### src/rtl/key_pkg.sv
// Shared definitions for the key capture front end: key count, FSM states
// and the small bit-selection helpers used by the capture logic.
package key_pkg;

    localparam int N_KEYS = 8;

    typedef enum logic [1:0] {
        IDLE     = 2'd0,
        HOLD     = 2'd1,
        WAIT_REL = 2'd2,
        ST_RSVD  = 2'd3
    } key_state_e;

    // Isolate the lowest set bit (x & -x).
    function automatic logic [N_KEYS-1:0] lowest_bit(input logic [N_KEYS-1:0] x);
        return x & (~x + 1'b1);
    endfunction

    // True when more than one bit is set: clearing the lowest set bit leaves something.
    function automatic logic more_than_one(input logic [N_KEYS-1:0] x);
        return (x & (x - 1'b1)) != '0;
    endfunction

endpackage

### src/rtl/debounce_cell.sv
// Single-line debouncer: the output follows the synchronised input only after
// the input has disagreed with it for DEBOUNCE_CYCLES consecutive cycles.
module debounce_cell #(
    parameter int DEBOUNCE_CYCLES = 16
) (
    input  logic clk,
    input  logic rst,
    input  logic d_sync,
    output logic q
);

    localparam int CW = $clog2(DEBOUNCE_CYCLES + 1);
    localparam logic [CW-1:0] CNT_LAST = CW'(DEBOUNCE_CYCLES - 1);

    logic [CW-1:0] cnt_q, cnt_d;
    logic          deb_q, deb_d;

    // Count consecutive disagreeing cycles; flip the debounced state on the last one.
    always_comb begin
        cnt_d = '0;
        deb_d = deb_q;
        if (d_sync != deb_q) begin
            if (cnt_q == CNT_LAST) begin
                deb_d = d_sync;
            end else begin
                cnt_d = cnt_q + 1'b1;
            end
        end
    end

    // Counter and debounced state registers.
    always_ff @(posedge clk or posedge rst) begin
        if (rst) begin
            cnt_q <= '0;
            deb_q <= 1'b0;
        end else begin
            cnt_q <= cnt_d;
            deb_q <= deb_d;
        end
    end

    assign q = deb_q;

endmodule

### src/rtl/key_onehot_capture.sv
// Key front end for the 8:3 encoder: synchronise and debounce eight raw key
// lines, capture the lowest-index pressed key as a one-hot word with valid,
// hold it until acknowledged, then wait for full release before re-arming.
module key_onehot_capture
    import key_pkg::*;
#(
    parameter int DEBOUNCE_CYCLES = 16
) (
    input  logic              clk,
    input  logic              rst,
    input  logic              en,
    input  logic [N_KEYS-1:0] key_raw,
    input  logic              ack,
    output logic [N_KEYS-1:0] onehot,
    output logic              valid,
    output logic              multi_err
);

    logic [N_KEYS-1:0] s1_q, s2_q;
    logic [N_KEYS-1:0] deb;

    // The priority select and popcount are registered before the FSM so the
    // capture decision sees a clean flop-to-flop path from the debouncers.
    logic [N_KEYS-1:0] sel_onehot_q, sel_onehot_d;
    logic              sel_multi_q, sel_multi_d;
    logic              sel_any_q, sel_any_d;

    key_state_e        state_q, state_d;
    logic [N_KEYS-1:0] onehot_q, onehot_d;
    logic              valid_q, valid_d;
    logic              multi_err_q, multi_err_d;

    // Two-flop synchroniser for the asynchronous key lines.
    always_ff @(posedge clk or posedge rst) begin
        if (rst) begin
            s1_q <= '0;
            s2_q <= '0;
        end else begin
            s1_q <= key_raw;
            s2_q <= s1_q;
        end
    end

    genvar gi;
    generate
        for (gi = 0; gi < N_KEYS; gi++) begin : g_deb
            debounce_cell #(
                .DEBOUNCE_CYCLES(DEBOUNCE_CYCLES)
            ) u_deb (
                .clk   (clk),
                .rst   (rst),
                .d_sync(s2_q[gi]),
                .q     (deb[gi])
            );
        end
    endgenerate

    // Lowest-bit select and multi-key detect on the debounced word.
    always_comb begin
        sel_onehot_d = lowest_bit(deb);
        sel_multi_d  = more_than_one(deb);
        sel_any_d    = (deb != '0);
    end

    // Registered select results.
    always_ff @(posedge clk or posedge rst) begin
        if (rst) begin
            sel_onehot_q <= '0;
            sel_multi_q  <= 1'b0;
            sel_any_q    <= 1'b0;
        end else begin
            sel_onehot_q <= sel_onehot_d;
            sel_multi_q  <= sel_multi_d;
            sel_any_q    <= sel_any_d;
        end
    end

    // Capture FSM next state and outputs; en low overrides everything, including ack.
    always_comb begin
        state_d     = state_q;
        onehot_d    = onehot_q;
        valid_d     = valid_q;
        multi_err_d = multi_err_q;
        if (!en) begin
            state_d     = IDLE;
            onehot_d    = '0;
            valid_d     = 1'b0;
            multi_err_d = 1'b0;
        end else begin
            case (state_q)
                IDLE: begin
                    onehot_d    = '0;
                    valid_d     = 1'b0;
                    multi_err_d = 1'b0;
                    if (sel_any_q) begin
                        onehot_d    = sel_onehot_q;
                        multi_err_d = sel_multi_q;
                        valid_d     = 1'b1;
                        state_d     = HOLD;
                    end
                end
                HOLD: begin
                    if (ack) begin
                        onehot_d    = '0;
                        valid_d     = 1'b0;
                        multi_err_d = 1'b0;
                        state_d     = WAIT_REL;
                    end
                end
                WAIT_REL: begin
                    onehot_d    = '0;
                    valid_d     = 1'b0;
                    multi_err_d = 1'b0;
                    if (!sel_any_q) begin
                        state_d = IDLE;
                    end
                end
                default: begin
                    onehot_d    = '0;
                    valid_d     = 1'b0;
                    multi_err_d = 1'b0;
                    state_d     = IDLE;
                end
            endcase
        end
    end

    // FSM state and registered outputs.
    always_ff @(posedge clk or posedge rst) begin
        if (rst) begin
            state_q     <= IDLE;
            onehot_q    <= '0;
            valid_q     <= 1'b0;
            multi_err_q <= 1'b0;
        end else begin
            state_q     <= state_d;
            onehot_q    <= onehot_d;
            valid_q     <= valid_d;
            multi_err_q <= multi_err_d;
        end
    end

    assign onehot    = onehot_q;
    assign valid     = valid_q;
    assign multi_err = multi_err_q;

endmodule

### config.mk
export PLATFORM = sky130hd
export DESIGN_NAME = key_onehot_capture
export DESIGN_NICKNAME = d
export VERILOG_FILES = /design/src/rtl/key_pkg.sv /design/src/rtl/debounce_cell.sv /design/src/rtl/key_onehot_capture.sv
export SDC_FILE = /design/constraint.sdc
export NUM_CORES = 1
export LEC_CHECK = 0
export ABC_CLOCK_PERIOD_IN_PS = 4900
export CAP_MARGIN = 20
export CORE_UTILIZATION = 38
export CTS_CLUSTER_SIZE = 25
export DETAILED_ROUTE_END_ITERATION = 7
export SYNTH_ARGS = -nofsm -noshare
export SYNTH_HDL_FRONTEND = slang
export SYNTH_SLANG_ARGS = --single-unit
### constraint.sdc
create_clock -name clk -period 4.9 [get_ports clk]
set_clock_uncertainty 0.15 [all_clocks]
set_input_delay 0.98 -clock clk [delete_from_list [all_inputs] [get_ports clk]]
set_output_delay 0.98 -clock clk [all_outputs]
set_load 0.05 [all_outputs]
==> flow_summary.toml <==
[timing]
slew_violations = 0
hold_ws_ps = 197
fin_ws_ps = 2230
min_period_ps = 2670
timing.final.crit_share_pct = 54.6
fin_tns_setup_ps = 0
tightest_slew_ps = 946
relSlewSlack_pct = 37.0
final-hold-violation-count = 0
fmax_mhz = 374
grt_setup_unrepaired = "no"
setup_viol_count_final = 0

[synthesis]
synth_top_family_by_area = "simple AND/OR/NAND/NOR gates"
synth-seq-cells = 86
synth_edf_count = 0
synthCells = 241
synth-main-ff-cell = "dfrtp_1"
synthArstFlopShare_pct = 100
synth-simple-area-share_pct = 14.8
synth_cell_type_count = 28
muxShareOfSynthArea_pct = 2.81
synth.largest_area_cell = "dfrtp_1"
yosys.area.top_type_share_pct = 67.1
synthXorXnorAreaFrac_pct = 6.55
ys_seq_area_share_pct = 67.1
ys_top_cells_by_area = "dfrtp_1 67%, xor2_1 6.5%, nor2_1 3.5%"
syn_area_sq_um = 3210
syn_nets = 261
synth_area_per_cell_sq_um = 13.3
synth_fa_ha_area_share_pct = 3.12
synth_compound_area_share_pct = 4.99
yosysWarnings = 0

[die]
die_w_microns = 93.9
die_h_microns = 93.9
pin_count = 22
fp.dieArea_sq_um = 8820
std_cell_rows = 33
start_util_pct = 39.3
core_area_sq_um = 8180

[setup_path]
cp_max_fo = 2
path_delay_family = "buffers and inverters"
crit_path_top_delay_cell = "clkdlybuf4s50_1"
cp-end-kind = "output port"
slowest_delay_ps = 810
critPathLaunchType = "register"
path_cells = "clkdlybuf4s50_1"
critPathLaunch = "onehot[5]"
crit_arrival_ps = 1540
path_class = "register to output port"
path_buf_inv = 1
worstReg2RegStart = "g_deb[3].u_deb.cnt_q[0]"
cp.required_ps = 3770

[cts]
cts.path.max_buffers = 2
cts_tree = "done"
insertion_delay_ps = 350
clock_sinks = 86
postCtsSetupBuffers = 0
root_buffer = "clkbuf_8"
postCtsResizedCells = 0
holdBufCountCts = 0
cts_buffers = 9
clk_pin_slew_worst_paths_ps = 80
htreeDepth = 3

[layout]
syn2layout_area_growth_pct = 18.8
antenna_cells = 0
mostFrequentLayoutCell = "dfrtp_1"
final_nets = 292
mostFrequentLayoutCells = "86 x dfrtp_1, 30 x nor2_1, 24 x xor2_1, 21 x clkdlybuf4s50_1"
stdcell_area_sq_um = 3810
post_route_cells_drive_above_1_share_pct = 11.2

[routing]
first_iter_violations = 48
wl_per_cell_microns = 11.6
num_vias = 1787
drcViolationCount = 0
drt-total-wl_mm = 4.42
firstDrtPassIters = 4
antenna_left = 0
routed_via_density = 4.68

[global_route]
gr-total-overflow = 0
grt_first_pass_wirelength_mm = 7.85
antenna_found_initial = 0
grt_pass1_vias = 1710
grt.total_usage_pct = 11.9
grt_start_max_net_pins = 58

[power]
power.total_mw = 1.43
power.leakage_nw = 1.93
max-vdd-ir-drop_v = 0.000134
p_per_area_nw_per_um2 = 374

[placement]
placed_area_sq_um = 3550
place_ws_ps = 2240
port_buffers = 21
place.gp.congestion = 0.670
dpl.hpwl_mm = 2.96

[hold_path]
hp-start = "s1_q[0]"
hp-class = "register to register"

[job]
cap_viol_max_count = 0

[status]
outcome = "completed"
## final timing paths
path,to,slack [ps],depth (start not counted)
setup reg to reg,g_deb[3].u_deb.q,3470,4
hold / removal,s2_q[0],200,0
hold reg to reg,s2_q[0],200,0
setup / recovery,onehot[5],2230,1
max in group asynchronous,valid,2710,3
min in group asynchronous,g_deb[1].u_deb.cnt_q[2],970,2
## synthesized netlist by cell type (all sizes together) (2+ instances only)
cell type,instances
and4bb,2
nor2,30
dfrtp,86
nor3,2
nand2,2
nand3,16
o21ai,10
nand3b,2
inv,3
a21oi,2
nor3b,2
xor2,24
a22o,9
buf,2
and3,10
and2,16
ha,8
mux2,8
## stage by stage
step	utilization [%]	cells
after floorplan	-	241
after global placement	43.4	366
after CTS	46.6	382
after detailed placement	43.4	366
final	46.6	382
after global routing	46.6	382
## routing by layer
metal | share of wire [%] | vias up | GRT usage, %
li1 | - | 882 | -
met1 | 50 | 866 | 15.5
met2 | 44 | 26 | 17.3
met3 | 3.6 | 13 | 3.88
met4 | 2.8 | 0 | 6.92
met5 | 0 | - | 0
## cell type report
| class | count | area, sq um |
|---|---|---|
| clock buffer | 10 | 128 |
| clock inverter | 6 | 134 |
| fill | 721 | 4360 |
| inverter | 3 | 12.5 |
| multi-input combinational | 150 | 1040 |
| sequential | 86 | 2150 |
| tap | 105 | 131 |
| timing repair buffer | 22 | 218 |
## flip-flops by register name (all words and copies together), names as in the netlist
| register | count |
|---|---|
| onehot | 8 |
| multi_err | 1 |
| g_deb.u_deb.cnt_q | 40 |
| s2_q | 8 |
| sel_multi_q | 1 |
| sel_any_q | 1 |
| s1_q | 8 |
| sel_onehot_q | 8 |
| g_deb.u_deb.q | 8 |
| valid | 1 |
| state_q | 2 |
## power by group
group / switching (mW) / leakage [nW] / internal (mW)
Clock: 0.235 / 0.130 / 0.390
Sequential: 0.0146 / 1.14 / 0.732
Combinational: 0.0294 / 0.654 / 0.0245
Total: 0.279 / 1.93 / 1.15
## logic make-up (layout without fill, tap and decap cells)
logic type                 after synthesis  in the layout
AOI/OAI and AO/OA                       24             24
xor gates and xnor gates                24             24
adders and majority gates                8              8
buffers and inverters                    5             41
DFF                                     86             86
muxes                                    8              8
and+or+nand+nor                         86             86
(Power assumes the default switching activity.)
